`config.mk`:
```
export PLATFORM = sky130hd
export DESIGN_NAME = ecc_decoder
export DESIGN_NICKNAME = d
export VERILOG_FILES = /design/src/rtl/ecc_pkg.sv /design/src/rtl/ecc_syndrome_calc.sv /design/src/rtl/ecc_decoder.sv
export SDC_FILE = /design/constraint.sdc
export NUM_CORES = 1
export LEC_CHECK = 0
export BUFFER_PORTS_ARGS = -buffer_cell sky130_fd_sc_hd__buf_4
export CELL_PAD_IN_SITES_DETAIL_PLACEMENT = 0
export CELL_PAD_IN_SITES_GLOBAL_PLACEMENT = 1
export CORE_MARGIN = 3
export CORE_UTILIZATION = 41
export CTS_CLUSTER_DIAMETER = 120
export DETAILED_ROUTE_END_ITERATION = 8
export GPL_TIMING_DRIVEN = 0
export PLACE_DENSITY_LB_ADDON = 0.1
export SLEW_MARGIN = 20
export SYNTH_ARGS = -nofsm -noshare
export SYNTH_HDL_FRONTEND = slang
export SYNTH_SLANG_ARGS = --single-unit
```
`constraint.sdc`:
```
create_clock -name clk -period 3.9 [get_ports clk]
set_input_delay 0.39 -clock clk [delete_from_list [all_inputs] [get_ports clk]]
set_output_delay 0.39 -clock clk [all_outputs]
set_load 0.05 [all_outputs]
```
`src/rtl/ecc_pkg.sv`:
```
// Shared ECC types and the codeword-to-data layout mapping used by the encoder and the decoder.
// Codeword layout: bit 0 overall parity, bit 2^i Hamming bit i+1, all other bits data in ascending order.
package ecc_pkg;

  localparam int ECC_CW_MAX   = 128;
  localparam int ECC_DATA_MAX = 120;

  typedef enum logic [1:0] {
    ECC_CLEAN  = 2'd0,
    ECC_CORR   = 2'd1,
    ECC_UNCORR = 2'd2
  } ecc_status_t;

  // Gather the non-power-of-two positions below cw_w; callers zero-extend and size-cast.
  function automatic logic [ECC_DATA_MAX-1:0] ecc_extract_data(
    input logic [ECC_CW_MAX-1:0] cw,
    input int                    cw_w
  );
    logic [ECC_DATA_MAX-1:0] d;
    int                      j;
    d = '0;
    j = 0;
    for (int k = 1; k < ECC_CW_MAX; k++) begin
      if ((k < cw_w) && ((k & (k - 32'sd1)) != 32'sd0) && (j < ECC_DATA_MAX)) begin
        d[j] = cw[k];
        j    = j + 32'sd1;
      end
    end
    return d;
  endfunction

endpackage

```
`src/rtl/ecc_syndrome_calc.sv`:
```
// Combinational Hamming syndrome and overall parity of a SECDED codeword.
module ecc_syndrome_calc #(
  parameter int cw_width  = 72,
  parameter int syn_width = 7
) (
  input  logic [cw_width-1:0]  cw,
  output logic [syn_width-1:0] syn,
  output logic                 op
);

  // Syndrome bit j is the parity of all positions whose index has bit j set.
  always_comb begin
    syn = '0;
    for (int j = 0; j < syn_width; j++) begin
      for (int k = 1; k < cw_width; k++) begin
        if (((k >> j) & 32'sd1) != 32'sd0) begin
          syn[j] = syn[j] ^ cw[k];
        end else begin
          syn[j] = syn[j];
        end
      end
    end
  end

  assign op = ^cw;

endmodule

```
`src/rtl/ecc_decoder.sv`:
```
// Two-stage pipelined SECDED decoder with global stall and saturating event counters.
// Optional first-error log enabled by defining ECC_DEC_FIRST_ERR_LOG_EN.
module ecc_decoder
  import ecc_pkg::*;
#(
  parameter int data_bit_width      = 64,
  parameter int redundant_bit_width = 8,
  parameter int cnt_width           = 16
) (
  input  logic                                        clk,
  input  logic                                        rst,
  input  logic                                        dec_in_valid,
  output logic                                        dec_in_ready,
  input  logic [data_bit_width+redundant_bit_width-1:0] dec_data_in,
  output logic                                        dec_out_valid,
  input  logic                                        dec_out_ready,
  output logic [data_bit_width-1:0]                   dec_data_out,
  output logic                                        dec_err_corr,
  output logic                                        dec_err_uncorr,
  output logic [redundant_bit_width-1:0]              dec_syndrome,
  input  logic                                        cnt_clr,
  output logic [cnt_width-1:0]                        corr_cnt,
  output logic [cnt_width-1:0]                        uncorr_cnt
`ifdef ECC_DEC_FIRST_ERR_LOG_EN
  ,
  output logic                                        first_err_valid,
  output logic [redundant_bit_width-1:0]              first_err_syn
`endif
);

  localparam int CW_W  = data_bit_width + redundant_bit_width;
  localparam int SYN_W = redundant_bit_width - 1;
  localparam logic [CW_W-1:0]      ONE_CW  = {{(CW_W-1){1'b0}}, 1'b1};
  localparam logic [cnt_width-1:0] CNT_MAX = {cnt_width{1'b1}};

  logic                           adv_s;
  logic                           hs_s;
  logic                           s1_valid_r;
  logic [CW_W-1:0]                s1_cw_r;
  logic [SYN_W-1:0]               syn_s;
  logic                           op_s;
  ecc_status_t                    status_s;
  logic [CW_W-1:0]                flip_s;
  logic [data_bit_width-1:0]      data_s;
  logic                           out_valid_r;
  logic [data_bit_width-1:0]      data_r;
  logic                           corr_r;
  logic                           uncorr_r;
  logic [redundant_bit_width-1:0] syn_r;
  logic [cnt_width-1:0]           corr_cnt_r;
  logic [cnt_width-1:0]           uncorr_cnt_r;

  assign adv_s        = !out_valid_r || dec_out_ready;
  assign hs_s         = out_valid_r && dec_out_ready;
  assign dec_in_ready = adv_s;

  // Stage 1: capture the incoming codeword.
  always_ff @(posedge clk) begin
    if (rst) begin
      s1_valid_r <= 1'b0;
      s1_cw_r    <= '0;
    end else if (adv_s) begin
      s1_valid_r <= dec_in_valid;
      if (dec_in_valid) begin
        s1_cw_r <= dec_data_in;
      end
    end
  end

  ecc_syndrome_calc #(
    .cw_width  (CW_W),
    .syn_width (SYN_W)
  ) u_syn (
    .cw  (s1_cw_r),
    .syn (syn_s),
    .op  (op_s)
  );

  // Classify the word; a nonzero in-range syndrome with odd parity names the flipped bit.
  always_comb begin
    status_s = ECC_CLEAN;
    flip_s   = '0;
    if (op_s) begin
      if (syn_s == '0) begin
        status_s = ECC_CORR;
      end else if (32'(syn_s) < CW_W) begin
        status_s = ECC_CORR;
        flip_s   = ONE_CW << syn_s;
      end else begin
        status_s = ECC_UNCORR;
      end
    end else begin
      if (syn_s == '0) begin
        status_s = ECC_CLEAN;
      end else begin
        status_s = ECC_UNCORR;
      end
    end
  end

  assign data_s = data_bit_width'(ecc_extract_data(ECC_CW_MAX'(s1_cw_r ^ flip_s), CW_W));

  // Stage 2: register corrected data, status and syndrome.
  always_ff @(posedge clk) begin
    if (rst) begin
      out_valid_r <= 1'b0;
      data_r      <= '0;
      corr_r      <= 1'b0;
      uncorr_r    <= 1'b0;
      syn_r       <= '0;
    end else if (adv_s) begin
      out_valid_r <= s1_valid_r;
      data_r      <= data_s;
      corr_r      <= (status_s == ECC_CORR);
      uncorr_r    <= (status_s == ECC_UNCORR);
      syn_r       <= {syn_s, op_s};
    end
  end

  // Saturating event counters; clear wins over a coincident event.
  always_ff @(posedge clk) begin
    if (rst || cnt_clr) begin
      corr_cnt_r   <= '0;
      uncorr_cnt_r <= '0;
    end else if (hs_s) begin
      if (corr_r && (corr_cnt_r != CNT_MAX)) begin
        corr_cnt_r <= corr_cnt_r + {{(cnt_width-1){1'b0}}, 1'b1};
      end
      if (uncorr_r && (uncorr_cnt_r != CNT_MAX)) begin
        uncorr_cnt_r <= uncorr_cnt_r + {{(cnt_width-1){1'b0}}, 1'b1};
      end
    end
  end

  assign dec_out_valid  = out_valid_r;
  assign dec_data_out   = data_r;
  assign dec_err_corr   = corr_r;
  assign dec_err_uncorr = uncorr_r;
  assign dec_syndrome   = syn_r;
  assign corr_cnt       = corr_cnt_r;
  assign uncorr_cnt     = uncorr_cnt_r;

`ifdef ECC_DEC_FIRST_ERR_LOG_EN
  logic                           log_valid_r;
  logic [redundant_bit_width-1:0] log_syn_r;

  // Keep only the first erroneous word's syndrome until cleared.
  always_ff @(posedge clk) begin
    if (rst || cnt_clr) begin
      log_valid_r <= 1'b0;
      log_syn_r   <= '0;
    end else if (hs_s && (corr_r || uncorr_r) && !log_valid_r) begin
      log_valid_r <= 1'b1;
      log_syn_r   <= syn_r;
    end
  end

  assign first_err_valid = log_valid_r;
  assign first_err_syn   = log_syn_r;
`endif

endmodule

```
* Yosys cells after proc, flatten, opt, wreduce, memory -nomap -nowiden
Index checks and enable logic that the tools add are counted.
** Storage, ports and cells
- Flip-flop bits (word level) :: 180
- Output and inout port bits :: 108
- Logic and storage cells :: 241
** Operators by class
- $add $sub $neg :: 2
- Order comparisons :: 1
- Equal/unequal tests :: 4
- Shifts and indexed selects :: 1
- Mux-type cells :: 7
- Bitwise operators :: 206
- Reductions and logical operators :: 11
** Operators by type and width (number)
- $mux 72 :: 3
- $xor 1x1->1 :: 205
- $reduce_xor 72->1 :: 1
- $shl 1x7->72 const A :: 1
- $xor 72x72->72 :: 1
- $add 16x1->16 const B :: 2
- $ne 16x16->1 const B :: 2
- $mux 2 :: 4
- $logic_not 7->1 :: 1
- $lt 7x7->1 const B :: 1
- $reduce_and 2->1 :: 3
- $logic_and 1x1->1 :: 3
- $eq 2x1->1 const B :: 1
- $eq 2x2->1 const B :: 1
- $logic_or 1x1->1 :: 2
- $logic_not 1->1 :: 1

* Longest topological paths before layout
- Depth in word-level cells :: 40
- Gate-level depth with buffers :: 9

* Hierarchy
From an unflattened synthesis, not the netlist that was laid out.
** Second synthesis, totals
- Cell total of the unflattened synthesis :: 1073
- Area, all modules :: 8923.6 µm²
** Modules (own cells, without submodules)
- ecc_decoder :: times used 1, cells an instance 938, area each 7681.1 µm², sequential area each 3603.5 µm²
- ecc_syndrome_calc :: times used 1, cells an instance 135, area each 1242.4 µm², sequential area each 0.0 µm²

* Worst setup path before layout
No wires, ideal clock.
- Path type :: flip-flop to flip-flop
- Start point :: reg s1_cw_r[69]
- End point :: reg data_r[12], in the netlist dec_data_out[12]
- Setup time :: 91 ps
- Data arrival time :: 2858 ps
- Required time :: 3809 ps
- Slack :: 951 ps
- Cell stages (with the launch flop) :: 9
- Period minus slack after synthesis :: 2949 ps
- Cell sequence :: dfxtp_1 -> xor2_1 -> xnor2_1 -> xnor3_1 -> xnor2_1 -> xnor2_4 -> nand3_1 -> or4_1 -> a311oi_1
** On the way
- Cells in the longest elaborated chain, start to end :: 8
** RTL lines
- start, declared :: line ecc_decoder.sv:39 : logic [CW_W-1:0] s1_cw_r;
- start signal, assigned :: line ecc_decoder.sv:65 : s1_cw_r <= dec_data_in;
- $xor 1x1->1 (3 in a row) :: line ecc_syndrome_calc.sv:17 : syn[j] = syn[j] ^ cw[k];
- $lt 7x7->1 or $shl 1x7->72 (tied branches) :: line ecc_decoder.sv:86, ecc_decoder.sv:88
- $mux 72 :: line ecc_decoder.sv:86 : end else if (32'(syn_s) < CW_W) begin
- $mux 72 :: line ecc_decoder.sv:84 : if (syn_s == '0) begin
- $mux 72 * :: line ecc_decoder.sv:83 : if (op_s) begin
- $xor 72x72->72 * :: line ecc_decoder.sv:101 : assign data_s = data_bit_width'(ecc_extract_data(ECC_CW_MAX'(s1_cw_r ^ flip_s), CW_W));
- end signal, assigned :: line ecc_decoder.sv:113 : data_r <= data_s;
- end, declared :: line ecc_decoder.sv:46 : logic [data_bit_width-1:0] data_r;
Every way passes the cells marked *; elsewhere a longest branch is shown, timed or not.
A chain may end at the register's enable or synchronous reset.

* Worst setup path after layout
- Start point :: reg s1_cw_r[34]
- End point :: reg data_r[22], in the netlist dec_data_out[22]
** On the way
- Cells in the longest elaborated chain, start to end :: 35
** RTL lines (line)
- $xor 1x1->1 (30 in a row) :: ecc_syndrome_calc.sv:17
- $lt 7x7->1 or $shl 1x7->72 (tied branches) :: ecc_decoder.sv:86, ecc_decoder.sv:88
- $mux 72 :: ecc_decoder.sv:86
- $mux 72 :: ecc_decoder.sv:84
- $mux 72 * :: ecc_decoder.sv:83
- $xor 72x72->72 * :: ecc_decoder.sv:101
Marks and branches as above.

==> flow_summary.yaml <==
outcome:
  run_status: "complete, no violations"
sta:
  slew_headroom: 0.351
  rsz0062_at_grt: "false"
  fin_crit_sh: 0.952
  fin_tns_setup_ps: 0
  period_minus_slack_ps: 3710
  holdWs_ps: 190
  fin_skew_ps: 9.10
  final-setup-viol-count: 0
  maxSlewViolCount: 0
  worst_slew_pin_slew_ps: 962
  clock.fmax_mhz: 269
  final_hold_viol_count: 0
critical_path:
  cp_slowest_stage_delay_ps: 610
  crit_top_cell: "xnor2_1"
  crit_buf_inv: 0
  crit_start: "s1_cw_r[34]$_SDFFE_PP0P_"
  cp_data_arrival_time_ps: 4060
  start_kind: "register"
  cp.required_ps: 4250
  crit_chain: "xnor2_1 > xnor2_1 > xnor3_1 > xnor2_1 > xnor2_4 > nand4_1 > or3_1 > a311oi_1"
  path_class: "register to register"
  cp-end-kind: "register"
  worstPathMaxFanout: 9
  crit_family: "XOR/XNOR gates"
  timing.rr.start: "s1_cw_r[34]$_SDFFE_PP0P_"
  worst_path_max_delay_cell: "xnor2_1"
pwr:
  power.clock.fraction: 0.226
  seqPwrFrac: 0.269
  p_sw_w: 0.00375
  switching_share: 0.472
  leakage_nw: 4.26
  p_int_w: 0.00419
  max-vdd-ir-drop_mv: 0.494
  power.density_mw_per_mm2: 704
  pwr-share-comb: 0.506
min_path:
  min_path_type: "primary input to register"
  min_from: "dec_data_in[27]"
floorplan:
  dieArea_sq_mm: 0.0236
  die_h_microns: 154
  die_w_microns: 154
  io_pins: 185
  rows: 53
  core_sq_mm: 0.0212
  start_util: 0.421
clock_tree:
  worstSkewPairLatency_ps: 440
  clockRootBuffer: "clkbuf_16"
  cts_hold_buffers: 0
  path_clk_slew_ps: 70
  ctsLongestPathBuffers: 2
  h-tree-depth: 4
  cts_sinks: 180
  cts_inserted_buffers: 17
  cts_tree: "built"
grt:
  track_usage: 0.232
  grt_max_degree: 17
  grt_overflow: 0
  grt_pass1_wl_mm: 43.2
  grt_pass1_vias: 7777
  antenna_found_initial: 0
synthesis:
  yosysWarnings: 0
  synth_cells: 1054
  synth.distinct_cells: 45
  yosys_most_used_dff: "dfxtp_1"
  netlist.area_leader.share: 0.403
  synth_common_cells: "dfxtp_1 (180), nand2_1 (163), xnor2_1 (117), nor2_1 (110), a21oi_1 (81)"
  synth_area_leader_cell: "dfxtp_1"
  syn_area_sq_mm: 0.00894
  synth_area_per_cell_sq_um: 8.48
  synthArstFlopShare: 0
  syn_nets: 1133
  ys_ff_latch: 180
  synth_most_common_cell: "dfxtp_1"
  synth-edff-count: 0
  seq_area_frac_synth: 0.403
  synth.area.top_cells: "dfxtp_1 (40%), xnor2_1 (11%), nand2_1 (6.8%), a311oi_1 (6.6%), nor2_1 (4.6%)"
flow_run:
  maxCapViolCount: 0
cells_and_area:
  area_delta_synth_final_pct: 26.1
  num_antenna_cells: 0
  final_cell_area_sq_mm: 0.0113
  drive_gt1_frac: 0.189
  final_cells: 1545
  nets: 1336
  nFillCells: 2103
detailed_routing:
  first_pass_iters: 5
  drt-initial-drc-count: 453
  drc: 0
  avgViaCountPerCell: 5.34
  vias: 8251
  ant_nets: 0
  wire_per_inst_microns: 18.2
  wirelength_mm: 28.1
placed_design:
  dp.cells: 1512
  gp_congestion: 0.835
  place.detailed.hpwl_mm: 20.9
  numPortBuffers: 183
  placed_cell_area_sq_mm: 0.0107
==> layout by cell type, fill, tap and decap left out, types with 2 or more instances in the layout <==
| cell | n |
|---|---|
| xor2_1 | 29 |
| clkbuf_16 | 17 |
| and2_1 | 2 |
| nand4_2 | 5 |
| dfxtp_1 | 180 |
| xnor3_1 | 3 |
| nand2_4 | 2 |
| clkinvlp_4 | 3 |
| o31ai_1 | 7 |
| ha_1 | 2 |
| clkbuf_8 | 2 |
| a21oi_1 | 81 |
| bufinv_16 | 2 |
| clkinv_4 | 2 |
| or4_1 | 7 |
| inv_1 | 5 |
| a211oi_1 | 6 |
| and3_1 | 5 |
| xnor2_4 | 5 |
| nor4_1 | 11 |
| nand4_1 | 17 |
| xnor2_1 | 116 |
| nand2_1 | 163 |
| nand3_1 | 10 |
| inv_6 | 3 |
| a311oi_1 | 67 |
| o21ai_0 | 67 |
| o2111ai_1 | 3 |
| nor2_1 | 110 |
| or3_1 | 64 |
| buf_4 | 184 |
| xnor2_2 | 7 |
| clkbuf_1 | 62 |
==> flip-flops by register name, summed over array words and instances, names as in the netlist <==
register and cells:
uncorr_cnt 16, corr_cnt 16, dec_data_out 64, dec_err_corr 1, dec_out_valid 1, dec_err_uncorr 1, s1_valid_r 1, dec_syndrome 8
s1_cw_r 72
==> tightest hold or removal path, delay by kind of cell <==
family / cells / cell delay, ps
AO/OA/AOI/OAI: 1 / 50
buffers and inverters: 1 / 110
AND/OR/NAND/NOR: 1 / 40
==> layer usage <==
metal | share of wire | track usage | wire [microns] | up-vias
met4 | 0.014 | 0.0622 | 384 | 0
met1 | 0.46 | 0.312 | 12800 | 3848
met5 | 0 | 0 | 0 | -
met3 | 0.057 | 0.0419 | 1610 | 38
met2 | 0.47 | 0.386 | 13300 | 239
li1 | - | - | - | 4126
==> per-stage QoR <==
| stage | util | worst slack [ps] | power, W |
|---|---|---|---|
| final | 0.531 | 185 | 0.00794 |
| after floorplan | - | 951 | 0.00486 |
| after global placement | 0.502 | 251 | 0.00606 |
| after global routing | 0.531 | 34.0 | 0.00827 |
| after CTS | 0.531 | 225 | 0.00787 |
| after detailed placement | 0.502 | 273 | 0.00609 |
==> power groups by stage <==
stage	logic [W]	registers [W]	clock network (W)
3_5_place_dp	0.00392	0.00217	0
5_1_grt	0.00424	0.00215	0.00188
2_1_floorplan	0.00239	0.00248	0
6_report	0.00401	0.00213	0.00179
4_1_cts	0.00392	0.00213	0.00182
3_3_place_gp	0.00389	0.00217	0
==> kinds of logic after synthesis <==
logic type	after synthesis	share of synthesized area
XOR/XNOR	164	0.188
AO/OA/AOI/OAI	237	0.168
flip-flops	180	0.403
buffers and inverters	68	0.0287
multiplexers	1	0.00112
adder cells (fa/ha/maj)	2	0.00280
AND/OR/NAND/NOR	402	0.209
==> path summary, 6_finish.rpt <==
kind,cells after the start,slack (ps),end
setup / recovery,8,190,dec_data_out[22]$_SDFFE_PP0N_
hold / removal,3,190,s1_cw_r[27]$_SDFFE_PP0P_
setup reg to reg,8,190,dec_data_out[22]$_SDFFE_PP0N_
hold reg to reg,2,470,s1_valid_r$_SDFFE_PP0N_
==> area by class of cell <==
| class | count | area [sq um] | area share |
|---|---|---|---|
| repair buffers | 184 | 1380 | 0.123 |
| multi-input cells | 806 | 5090 | 0.451 |
| clock buffers | 20 | 457 | 0.0405 |
| plain buffers | 62 | 234 | 0.0208 |
| well taps | 275 | 344 | 0.0305 |
| flip-flops and latches | 180 | 3600 | 0.320 |
| clock inverters | 12 | 143 | 0.0127 |
| inverters | 6 | 22.5 | 0.00200 |
==> timing repair <==
item,in CTS,in global routing
setup endpoints to repair,0,3
gates resized for setup,0,1
setup buffers,0,1
Power figures use the tool's default switching activity.
